**src/rtl/jtag_tap_responder.sv**
```systemverilog
// JTAG TAP target that oversamples TCK/TMS/TDI/TRSTn on the system clock.
// Provides the standard 16-state TAP controller with IDCODE, BYPASS and USER data registers.
`timescale 1ns/1ps
module jtag_tap_responder #(
  parameter int                  IR_WIDTH     = 5,
  parameter int                  DR_WIDTH     = 32,
  parameter logic [31:0]         IDCODE_VALUE = 32'h0EE19401,
  parameter logic [IR_WIDTH-1:0] IDCODE_INST  = 5'h01,
  parameter logic [IR_WIDTH-1:0] USER_INST    = 5'h10
) (
  input  logic                clock,
  input  logic                reset,
  input  logic                io_jtag_TCK,
  input  logic                io_jtag_TMS,
  input  logic                io_jtag_TDI,
  input  logic                io_jtag_TRSTn,
  output logic                io_jtag_TDO,
  output logic                io_jtag_TDO_en,
  input  logic [DR_WIDTH-1:0] user_capture_data,
  output logic [DR_WIDTH-1:0] user_update_data,
  output logic                user_update_valid,
  output logic [3:0]          tap_state,
  output logic [IR_WIDTH-1:0] ir_value
);

  typedef enum logic [3:0] {
    TLR      = 4'd0,  RTI      = 4'd1,  SEL_DR   = 4'd2,  CAP_DR   = 4'd3,
    SHIFT_DR = 4'd4,  EXIT1_DR = 4'd5,  PAUSE_DR = 4'd6,  EXIT2_DR = 4'd7,
    UPD_DR   = 4'd8,  SEL_IR   = 4'd9,  CAP_IR   = 4'd10, SHIFT_IR = 4'd11,
    EXIT1_IR = 4'd12, PAUSE_IR = 4'd13, EXIT2_IR = 4'd14, UPD_IR   = 4'd15
  } tap_state_t;

  logic [2:0]          r_tckSync;
  logic [1:0]          r_tmsSync;
  logic [1:0]          r_tdiSync;
  logic [1:0]          r_trstnSync;
  tap_state_t          r_state;
  logic [IR_WIDTH-1:0] r_irValue;
  logic [IR_WIDTH-1:0] r_irShift;
  logic [31:0]         r_idShift;
  logic [DR_WIDTH-1:0] r_userShift;
  logic                r_bypass;
  logic                r_tdo;
  logic                r_tdoEn;
  logic [DR_WIDTH-1:0] r_updData;
  logic                r_updValid;

  logic       w_tckRise;
  logic       w_tckFall;
  logic       w_tms;
  logic       w_tdi;
  logic       w_trst;
  logic       w_selId;
  logic       w_selUser;
  logic       w_drLsb;
  tap_state_t w_nextState;

  function automatic tap_state_t nextState(input tap_state_t s, input logic tms);
    case (s)
      TLR:      nextState = tms ? TLR      : RTI;
      RTI:      nextState = tms ? SEL_DR   : RTI;
      SEL_DR:   nextState = tms ? SEL_IR   : CAP_DR;
      CAP_DR:   nextState = tms ? EXIT1_DR : SHIFT_DR;
      SHIFT_DR: nextState = tms ? EXIT1_DR : SHIFT_DR;
      EXIT1_DR: nextState = tms ? UPD_DR   : PAUSE_DR;
      PAUSE_DR: nextState = tms ? EXIT2_DR : PAUSE_DR;
      EXIT2_DR: nextState = tms ? UPD_DR   : SHIFT_DR;
      UPD_DR:   nextState = tms ? SEL_DR   : RTI;
      SEL_IR:   nextState = tms ? TLR      : CAP_IR;
      CAP_IR:   nextState = tms ? EXIT1_IR : SHIFT_IR;
      SHIFT_IR: nextState = tms ? EXIT1_IR : SHIFT_IR;
      EXIT1_IR: nextState = tms ? UPD_IR   : PAUSE_IR;
      PAUSE_IR: nextState = tms ? EXIT2_IR : PAUSE_IR;
      EXIT2_IR: nextState = tms ? UPD_IR   : SHIFT_IR;
      UPD_IR:   nextState = tms ? SEL_DR   : RTI;
      default:  nextState = TLR;
    endcase
  endfunction

  // Bit 1 of each chain is the synchronized value; TCK bit 2 is the previous sample for edge detection.
  always_ff @(posedge clock) begin
    if (reset) begin
      r_tckSync   <= 3'b000;
      r_tmsSync   <= 2'b00;
      r_tdiSync   <= 2'b00;
      r_trstnSync <= 2'b11;
    end else begin
      r_tckSync   <= {r_tckSync[1:0], io_jtag_TCK};
      r_tmsSync   <= {r_tmsSync[0], io_jtag_TMS};
      r_tdiSync   <= {r_tdiSync[0], io_jtag_TDI};
      r_trstnSync <= {r_trstnSync[0], io_jtag_TRSTn};
    end
  end

  assign w_tckRise   = r_tckSync[1] & ~r_tckSync[2];
  assign w_tckFall   = ~r_tckSync[1] & r_tckSync[2];
  assign w_tms       = r_tmsSync[1];
  assign w_tdi       = r_tdiSync[1];
  assign w_trst      = ~r_trstnSync[1];
  assign w_selId     = (r_irValue == IDCODE_INST);
  assign w_selUser   = (r_irValue == USER_INST);
  assign w_drLsb     = w_selId ? r_idShift[0] : (w_selUser ? r_userShift[0] : r_bypass);
  assign w_nextState = nextState(r_state, w_tms);

  always_ff @(posedge clock) begin
    if (reset) begin
      r_state     <= TLR;
      r_irValue   <= IDCODE_INST;
      r_irShift   <= '0;
      r_idShift   <= '0;
      r_userShift <= '0;
      r_bypass    <= 1'b0;
      r_tdo       <= 1'b0;
      r_tdoEn     <= 1'b0;
      r_updData   <= '0;
      r_updValid  <= 1'b0;
    end else begin
      r_updValid <= 1'b0;
      if (w_trst) begin
        r_state   <= TLR;
        r_irValue <= IDCODE_INST;
        r_tdo     <= 1'b0;
        r_tdoEn   <= 1'b0;
      end else if (w_tckRise) begin
        // Capture and shift act on the state held before this TCK rise.
        case (r_state)
          CAP_IR:   r_irShift <= {{(IR_WIDTH-2){1'b0}}, 2'b01};
          SHIFT_IR: r_irShift <= {w_tdi, r_irShift[IR_WIDTH-1:1]};
          CAP_DR: begin
            if (w_selId)        r_idShift   <= IDCODE_VALUE;
            else if (w_selUser) r_userShift <= user_capture_data;
            else                r_bypass    <= 1'b0;
          end
          SHIFT_DR: begin
            if (w_selId)        r_idShift   <= {w_tdi, r_idShift[31:1]};
            else if (w_selUser) r_userShift <= {w_tdi, r_userShift[DR_WIDTH-1:1]};
            else                r_bypass    <= w_tdi;
          end
          default: ;
        endcase
        r_state <= w_nextState;
        if (w_nextState == TLR) r_irValue <= IDCODE_INST;
      end else if (w_tckFall) begin
        if (r_state == SHIFT_IR) begin
          r_tdo   <= r_irShift[0];
          r_tdoEn <= 1'b1;
        end else if (r_state == SHIFT_DR) begin
          r_tdo   <= w_drLsb;
          r_tdoEn <= 1'b1;
        end else begin
          r_tdo   <= 1'b0;
          r_tdoEn <= 1'b0;
        end
        if (r_state == UPD_IR) r_irValue <= r_irShift;
        if (r_state == UPD_DR && w_selUser) begin
          r_updData  <= r_userShift;
          r_updValid <= 1'b1;
        end
      end
    end
  end

  assign io_jtag_TDO       = r_tdo;
  assign io_jtag_TDO_en    = r_tdoEn;
  assign user_update_data  = r_updData;
  assign user_update_valid = r_updValid;
  assign tap_state         = r_state;
  assign ir_value          = r_irValue;

endmodule

```
**config.mk**
```make
export PLATFORM = sky130hd
export DESIGN_NAME = jtag_tap_responder
export DESIGN_NICKNAME = d
export VERILOG_FILES = /design/src/rtl/jtag_tap_responder.sv
export SDC_FILE = /design/constraint.sdc
export NUM_CORES = 1
export LEC_CHECK = 0
export CAP_MARGIN = 20
export CORE_MARGIN = 3
export CORE_UTILIZATION = 42
export CTS_BUF_LIST = sky130_fd_sc_hd__clkbuf_4 sky130_fd_sc_hd__clkbuf_8 sky130_fd_sc_hd__clkbuf_16
export CTS_CLUSTER_SIZE = 40
export DETAILED_ROUTE_END_ITERATION = 6
export PLACE_DENSITY_LB_ADDON = 0.15
export SETUP_SLACK_MARGIN = 0.05
export SYNTH_ARGS = -nofsm -noshare
export SYNTH_HDL_FRONTEND = slang
export SYNTH_SLANG_ARGS = --single-unit
```
**constraint.sdc**
```tcl
create_clock -name clock -period 2.9 [get_ports clock]
set_input_delay 0.725 -clock clock [delete_from_list [all_inputs] [get_ports clock]]
set_output_delay 0.725 -clock clock [all_outputs]
set_load 0.02 [all_outputs]
```
* Word-level counts from Yosys, hierarchy flattened
Index checks and enable logic that the tools add are counted.
** Operators by class
- Reductions and logical operators :: 19
- Eq/ne operators :: 26
- Bitwise operators :: 7
- Muxes and demuxes :: 38
** Operators by type and width (count)
- 32-bit 2-to-1 mux :: 6
- 32-bit one-hot mux with 2 select lines :: 2
- 4-bit one-hot mux with 12 select lines :: 1
- 4-bit == test (second input constant) :: 8
- 5-bit 2-to-1 mux :: 4
- 4-bit by 3-bit == test with 1-bit output (second input constant) :: 4
- 4-bit 2-to-1 mux :: 4
- 2-bit != test (second input constant) :: 8
- 1-bit 2-to-1 mux :: 14
- 7-bit AND reduction :: 2
- 5-bit one-hot mux with 2 select lines :: 1
- 4-bit by 2-bit == test with 1-bit output (second input constant) :: 2
- 4-bit zero test :: 2
- 2-bit nonzero test :: 4
- 2-bit 2-to-1 mux :: 3
- 3-bit 2-to-1 mux :: 2
- 3-bit AND reduction :: 2
- 2-bit OR reduction :: 3
- 5-bit by 1-bit == test with 1-bit output (second input constant) :: 1
- 5-bit == test (second input constant) :: 1
- 1-bit inverter :: 5
- 5-bit AND reduction :: 1
- 4-bit by 1-bit == test with 1-bit output (second input constant) :: 1
- 4-bit AND reduction :: 1
- other kinds (7) :: 8
** Word-level totals
- Register bits :: 123
- Input port bits :: 38
- Output and inout bits :: 44

* Longest topological paths before layout
Gate-level depths: netlist (run 1).
- Depth after elaboration :: 6
- Depth in mapped cells :: 8
- Gate-level depth less buffers :: 6

* Worst setup path after synthesis (run 1)
Ideal clock, no wire load.
- Kind :: register to register
- Start :: register r_state[1] (netlist: tap_state[1])
- End :: register r_userShift[1]
- Path slack :: 0.795 ns
- Stages on the path, launching flop included :: 6
- Period minus slack after synthesis :: 2.105 ns
- Arrival :: 1.962 ns
- Cells stage by stage :: dfxtp_1 buf_2 or3b_4 a2111oi_4 buf_2 a211oi_1
** On the way
- Cells in the longest elaborated chain, start to end :: 3
- Elaborated cells between the ends (all ways) :: 9
** Ends and longest elaborated chain
- start: declaration :: RTL line 37 : tap_state_t r_state;
- start signal: assignment :: RTL line 141 : r_state <= w_nextState;
- 4-bit by 2-bit == test with 1-bit output / 4-bit by 3-bit == test with 1-bit output (equally long branches) :: RTL line 126 : case (r_state)
- 2-bit != test (no line) / 2-bit nonzero test (equally long branches)
- 7-bit AND reduction (no line)
- end signal: assignment :: RTL line 131 : else if (w_selUser) r_userShift <= user_capture_data;
- end signal: assignment :: RTL line 136 : else if (w_selUser) r_userShift <= {w_tdi, r_userShift[DR_WIDTH-1:1]};
- end: declaration :: RTL line 41 : logic [DR_WIDTH-1:0] r_userShift;
Parallel ways exist; a longest one is shown, timed or not.
A chain may end at the register's enable or synchronous reset.

* Worst setup path in the final report (run 1)
- Start :: register r_state[1] (netlist: tap_state[1])
- End :: output port tap_state[1]
** RTL lines
- end: declaration :: RTL line 22 : output logic [3:0] tap_state,
No word-level cell between the ends.

==> impl_metrics.ini, run 1 <==
[drt]
drt_iter0_drc = 185
dr.pass1.iters = 4
wl_per_cell_um = 14.40
routed_wl_um = 11040
vias = 4042
ant_nets = 0
drt-vias-per-instance = 5.270
drc = 0

[worst_setup_path]
endpoint_kind = output pin
worstPathCellList = buf_4 -> clkdlybuf4s50_1
critical_path_arrival_ns = 1.77
slowest_stage = clkdlybuf4s50_1
required_ns = 2.17
critPathMaxFanout = 12
path_buf_inv = 2
critPathTopFamily = buffers and inverters
reg2reg_from = r_tckSync[2]
rr_endpoint = user_update_data[17]
rrSetupSlack_ns = 0.51
worst-path-stages = 2
worstSetupStartpointType = register
crit_type = register to output pin
cp_slowest_stage_delay_ns = 0.63
worst-r2r-cell-count = 7

[sta]
finClkSkew_ns = 0.009355
relSlewSlack = 0.4883
hold_slack_ns = 0.4116
slew_viol_final = 0
post-route-period-util = 0.8596
setup_violations = 0
grt_setup_unrepaired = no
tns_ns = 0
tightestPinTransition_ns = 0.7676
final_hold_viol_count = 0
finalWorstSetupSlack_ns = 0.4071
period_needed_ns = 2.493
clock.fmax_mhz = 401.1

[cts]
numClockSinks = 123
cts_hold_buf = 0
ctsResizeCount = 0
cts_setup_buffers = 0
path_clk_slew_ns = 0.05
cts_root_buffer = clkbuf_16
insertion_delay_ns = 0.41
cts_tree = yes
htree_levels = 4
numCtsBuffers = 17
cts_buffer_depth = 2

[hold_path]
hold_class = register to register
hold_depth = 1
holdPathEnd = r_trstnSync[1]
min_from = r_trstnSync[0]

[grt]
grt_pass1_wl_um = 17730
track_usage = 0.1639
grt_max_degree = 65
antenna_found_initial = 0
grt_pass1_vias = 3768
grt-ovfl-total = 0

[floorplanning]
initial_core_util = 0.4421
core-area_mm2 = 0.01171
die_area_mm2 = 0.01370
dieWidth_um = 117.0
die_h_um = 117.0
rows = 39
ios = 82

[placement]
hpwl_um = 7032
place_inst = 735
place.gp.congestion = 0.7663
dpl_worst_slack_ns = 0.5273
numPortBuffers = 81

[layout]
nets = 652
syn_to_final_growth_pct = 27.98
drive_above_1_share = 0.1362
final_core_util = 0.5658
instances_no_fill = 767
fill_cells = 1016
diodes = 0

[status]
status = finished clean

[logic_synthesis]
netlist_instances = 542
ys_ff_latch = 123
synth_edf_count = 0
ys_seq_area_frac = 0.4756
syn_area_mm2 = 0.005177
synthArstFlopShare = 0
yosysWarnings = 0
synth_area_per_cell_um2 = 9.553
synth_cell_type_count = 48
synth_top_flop_cell = dfxtp_1
synth_nets = 583

[power_and_ir_drop]
powerDensity_mw_per_mm2 = 563.7
p_leak_uw = 0.002673
ir_worst_vdd_v = 0.0003710

[run]
drv_cap = 0
==> synth_stat cells (2+ instances only) <==
library cell | instances | share of area
a211oi_1 | 5 | 0.0073
a211oi_2 | 28 | 0.068
a21oi_1 | 28 | 0.027
a22o_1 | 4 | 0.0068
a22oi_1 | 4 | 0.0058
a311oi_1 | 3 | 0.0051
a31oi_1 | 4 | 0.0048
and3_1 | 2 | 0.0024
buf_2 | 7 | 0.0068
buf_4 | 2 | 0.0029
buf_6 | 6 | 0.013
clkbuf_1 | 30 | 0.022
dfxtp_1 | 123 | 0.48
ha_1 | 3 | 0.0073
inv_1 | 9 | 0.0065
mux2i_1 | 65 | 0.13
nand2_1 | 28 | 0.020
nand2b_1 | 8 | 0.0097
nand3_1 | 23 | 0.022
nand3b_1 | 6 | 0.0087
nand4_1 | 2 | 0.0024
nor2_1 | 83 | 0.060
nor2b_1 | 9 | 0.011
nor3_1 | 23 | 0.022
o2111ai_1 | 2 | 0.0034
o21ai_0 | 9 | 0.0087
o22ai_1 | 2 | 0.0024
or2_2 | 2 | 0.0024
or3_1 | 2 | 0.0024
or4_1 | 2 | 0.0029
==> layer usage <==
| layer | vias up | GRT usage | share of wire |
|---|---|---|---|
| met5 | - | 0 | 0 |
| met3 | 11 | 0.04216 | 0.042 |
| met4 | 0 | 0.06116 | 0.013 |
| li1 | 2050 | - | - |
| met1 | 1894 | 0.2127 | 0.48 |
| met2 | 87 | 0.2639 | 0.47 |
==> worst reg2reg max path: cells and delay by family, from the launching register on <==
family / cells / cell delay, ns
fa+ha+maj: 1 / 0.19
buf+inv: 2 / 0.38
flops: 1 / 0.35
mux: 1 / 0.24
simple gates: 3 / 1.09
==> cells by family after synthesis <==
family | share of synthesized area
and+or+nand+nor | 0.1805
buffers and inverters | 0.05171
AOI/OAI and AO/OA | 0.1576
muxes | 0.1257
DFF | 0.4756
adders and majority gates | 0.007251
xor gates and xnor gates | 0.001692
==> stage by stage <==
stage                     area, µm²  power (µW)
final                          6626        3736
after global routing           6626        3875
after CTS                      6626        3783
after detailed placement       6088        1886
after global placement         6088        1885
after floorplan                5177        1812
==> cell type report <==
type	instances	area, µm²	share of cell area
multi-input cells	364	2467	0.3724
flip-flops and latches	123	2462	0.3716
repair buffers	96	945.9	0.1427
clock buffers	18	439.2	0.06628
well taps	143	178.9	0.02700
clock inverters	14	98.84	0.01492
inverters	9	33.78	0.005098
==> flip-flops by register name, indices dropped and copies added (netlist names) <==
signal             cells
user_update_data      32
r_userShift           32
io_jtag_TDO_en         1
r_tdiSync              2
r_tckSync              3
r_irShift              5
r_idShift             32
tap_state              4
io_jtag_TDO            1
ir_value               5
user_update_valid      1
r_trstnSync            2
r_bypass               1
r_tmsSync              2
==> cells in the final DEF (no fill, tap or decap), drive strengths merged, types with 11 or more instances in the layout <==
master,instances
a21oi,28
nand2,28
mux2i,65
inv,11
buf,16
clkbuf,18
a211oi,33
clkdlybuf4s50,80
nand3,23
nor3,23
dfxtp,123
nor2,83
==> power breakdown <==
group / switching, µW / total (µW) / internal, µW
clock network: 776 / 1890 / 1110
registers: 7.03 / 1700 / 1700
logic: 71.5 / 144 / 73.0
==> worst max path at each step <==
stage                            start              endpoint
final                     tap_state[1]          tap_state[1]
after global routing      tap_state[1]          tap_state[1]
after CTS                 tap_state[1]          tap_state[1]
after detailed placement  r_tckSync[2]  user_update_data[17]
after global placement    r_tckSync[2]  user_update_data[27]
after floorplan           tap_state[1]        r_userShift[1]
Power figures use the tool's default switching activity.
==> run 2: changes to the inputs <==
--- a/config.mk
+++ b/config.mk
@@ -6,7 +6,7 @@
 export NUM_CORES = 1
 export LEC_CHECK = 0
 export CAP_MARGIN = 20
-export CORE_MARGIN = 3
+export CORE_MARGIN = 2
 export CORE_UTILIZATION = 42
 export CTS_BUF_LIST = sky130_fd_sc_hd__clkbuf_4 sky130_fd_sc_hd__clkbuf_8 sky130_fd_sc_hd__clkbuf_16
 export CTS_CLUSTER_SIZE = 40
==> impl_metrics.ini, run 2 (synthesis results as in run 1) <==
[worst_setup_path]
rrSetupSlack_ns = 0.45
rr_endpoint = user_update_data[10]
critical_path_arrival_ns = 2.72
endpoint_kind = register
worst-r2r-cell-count = 7
worstSetupStartpointType = register
critPathLaunch = r_tckSync[2]
crit_type = register to register
critPathCapture = user_update_data[10]
critPathMaxFanout = 28
required_ns = 3.17
reg2reg_from = r_tckSync[2]

[layout]
final_cell_area_mm2 = 0.006736
drive_above_1_share = 0.1362
final_cell_mix = 123 x dfxtp_1, 83 x nor2_1, 80 x clkdlybuf4s50_1, 65 x mux2i_1
layout_commonest_cell = dfxtp_1
nets = 653
diodes = 0
syn_to_final_growth_pct = 30.11
instances_no_fill = 771

[sta]
tightestPinTransition_ns = 0.6089
post-route-period-util = 0.8448
finalWorstSetupSlack_ns = 0.4502
final_hold_viol_count = 0
slew_viol_final = 0
setup_violations = 0
clock.fmax_mhz = 408.2
period_needed_ns = 2.450
tns_ns = 0
hold_slack_ns = 0.4087
grt_setup_unrepaired = no
finClkSkew_ns = 0.005267
relSlewSlack = 0.5941

[cts]
htree_levels = 4
numCtsBuffers = 17
cts_hold_buf = 0
cts_root_buffer = clkbuf_16
cts_setup_buffers = 0
cts_buffer_depth = 2
cts_tree = yes
insertion_delay_ns = 0.40
path_clk_slew_ns = 0.05
ctsResizeCount = 0
numClockSinks = 123

[drt]
ant_nets = 0
wl_per_cell_um = 14.35
wl_met3_um = 539
route.met2.wl_um = 5148
drt_iter0_drc = 219
vias = 4054
routed_wl_um = 11060
drt-vias-per-instance = 5.258
top_layer_used = met4
wl_met1_um = 5259
dr.pass1.iters = 4
drc = 0

[placement]
place_inst = 740
hpwl_um = 7023
numPortBuffers = 81
place.gp.congestion = 0.7861
dpl_cell_area_mm2 = 0.006126
dpl_worst_slack_ns = 0.4490

[floorplanning]
dieWidth_um = 115.0
die_h_um = 115.0
die_area_mm2 = 0.01323
core-area_mm2 = 0.01201
initial_core_util = 0.4310
rows = 40
ios = 82

[hold_path]
min_from = r_trstnSync[0]
hold_class = register to register
hold_depth = 1

[power_and_ir_drop]
powerDensity_mw_per_mm2 = 594.4
p_leak_uw = 0.002751
ir_worst_vdd_v = 0.0004090

[grt]
grt_max_degree = 114
grt_pass1_wl_um = 18250
antenna_found_initial = 0
grt-ovfl-total = 0
track_usage = 0.1734
grt_pass1_vias = 3809

[run]
drv_cap = 0

[status]
status = finished clean
-- run 2: cell count changes in the layout (fill, tap and decap cells not counted), moves of 2 or more --
| cell | before | now |
|---|---|---|
| bufinv_16 | 0 | 3 |
| buf_12 | 2 | 4 |
| clkinvlp_4 | 7 | 0 |
| inv_6 | 2 | 0 |
| clkbuf_4 | 0 | 2 |
| clkbuf_8 | 1 | 4 |
-- run 2: power breakdown --
group          switching [µW]  total, µW  internal (µW)
combinational            72.6        147           74.1
clock                     704       2150           1450
sequential               6.33       1710           1700
-- run 2: how the worst min path moves through the flow --
| stage | to | slack (ns) |
|---|---|---|
| global placement | r_trstnSync[1] | 0.40 |
| floorplan | r_trstnSync[1] | 0.39 |
| CTS | r_trstnSync[1] | 0.41 |
| finish | r_trstnSync[1] | 0.41 |
| global route | r_trstnSync[1] | 0.43 |
| detailed placement | r_trstnSync[1] | 0.40 |
-- run 2: metal layers --
layer / GRT usage / vias up
li1: - / 2052
met1: 0.2254 / 1909
met2: 0.2722 / 82
met3: 0.06062 / 11
met4: 0.05382 / 0
met5: 0 / -
-- run 2: area by class of cell --
cell class / instances / area (µm²)
flip-flops and latches: 123 / 2462
multi-input cells: 364 / 2467
clock inverters: 8 / 115.1
repair buffers: 97 / 978.4
clock buffers: 23 / 495.5
fillers: 1069 / 5275
inverters: 9 / 33.78
well taps: 147 / 183.9
-- run 2: through the flow --
stage	power [µW]	utilization
2_1_floorplan	1812	-
3_3_place_gp	1886	0.5100
3_5_place_dp	1888	0.5100
4_1_cts	4060	0.5608
5_1_grt	4154	0.5608
6_report	4004	0.5608
-- run 2: worst max-delay path, stage by stage, from the launching register on --
cell and delay [ns]:
dfxtp_1 0.35, inv_1 0.05, ha_1 0.18, or4_1 0.49
or4_2 0.73, buf_12 0.27, mux2i_1 0.17, nor2_1 0.06
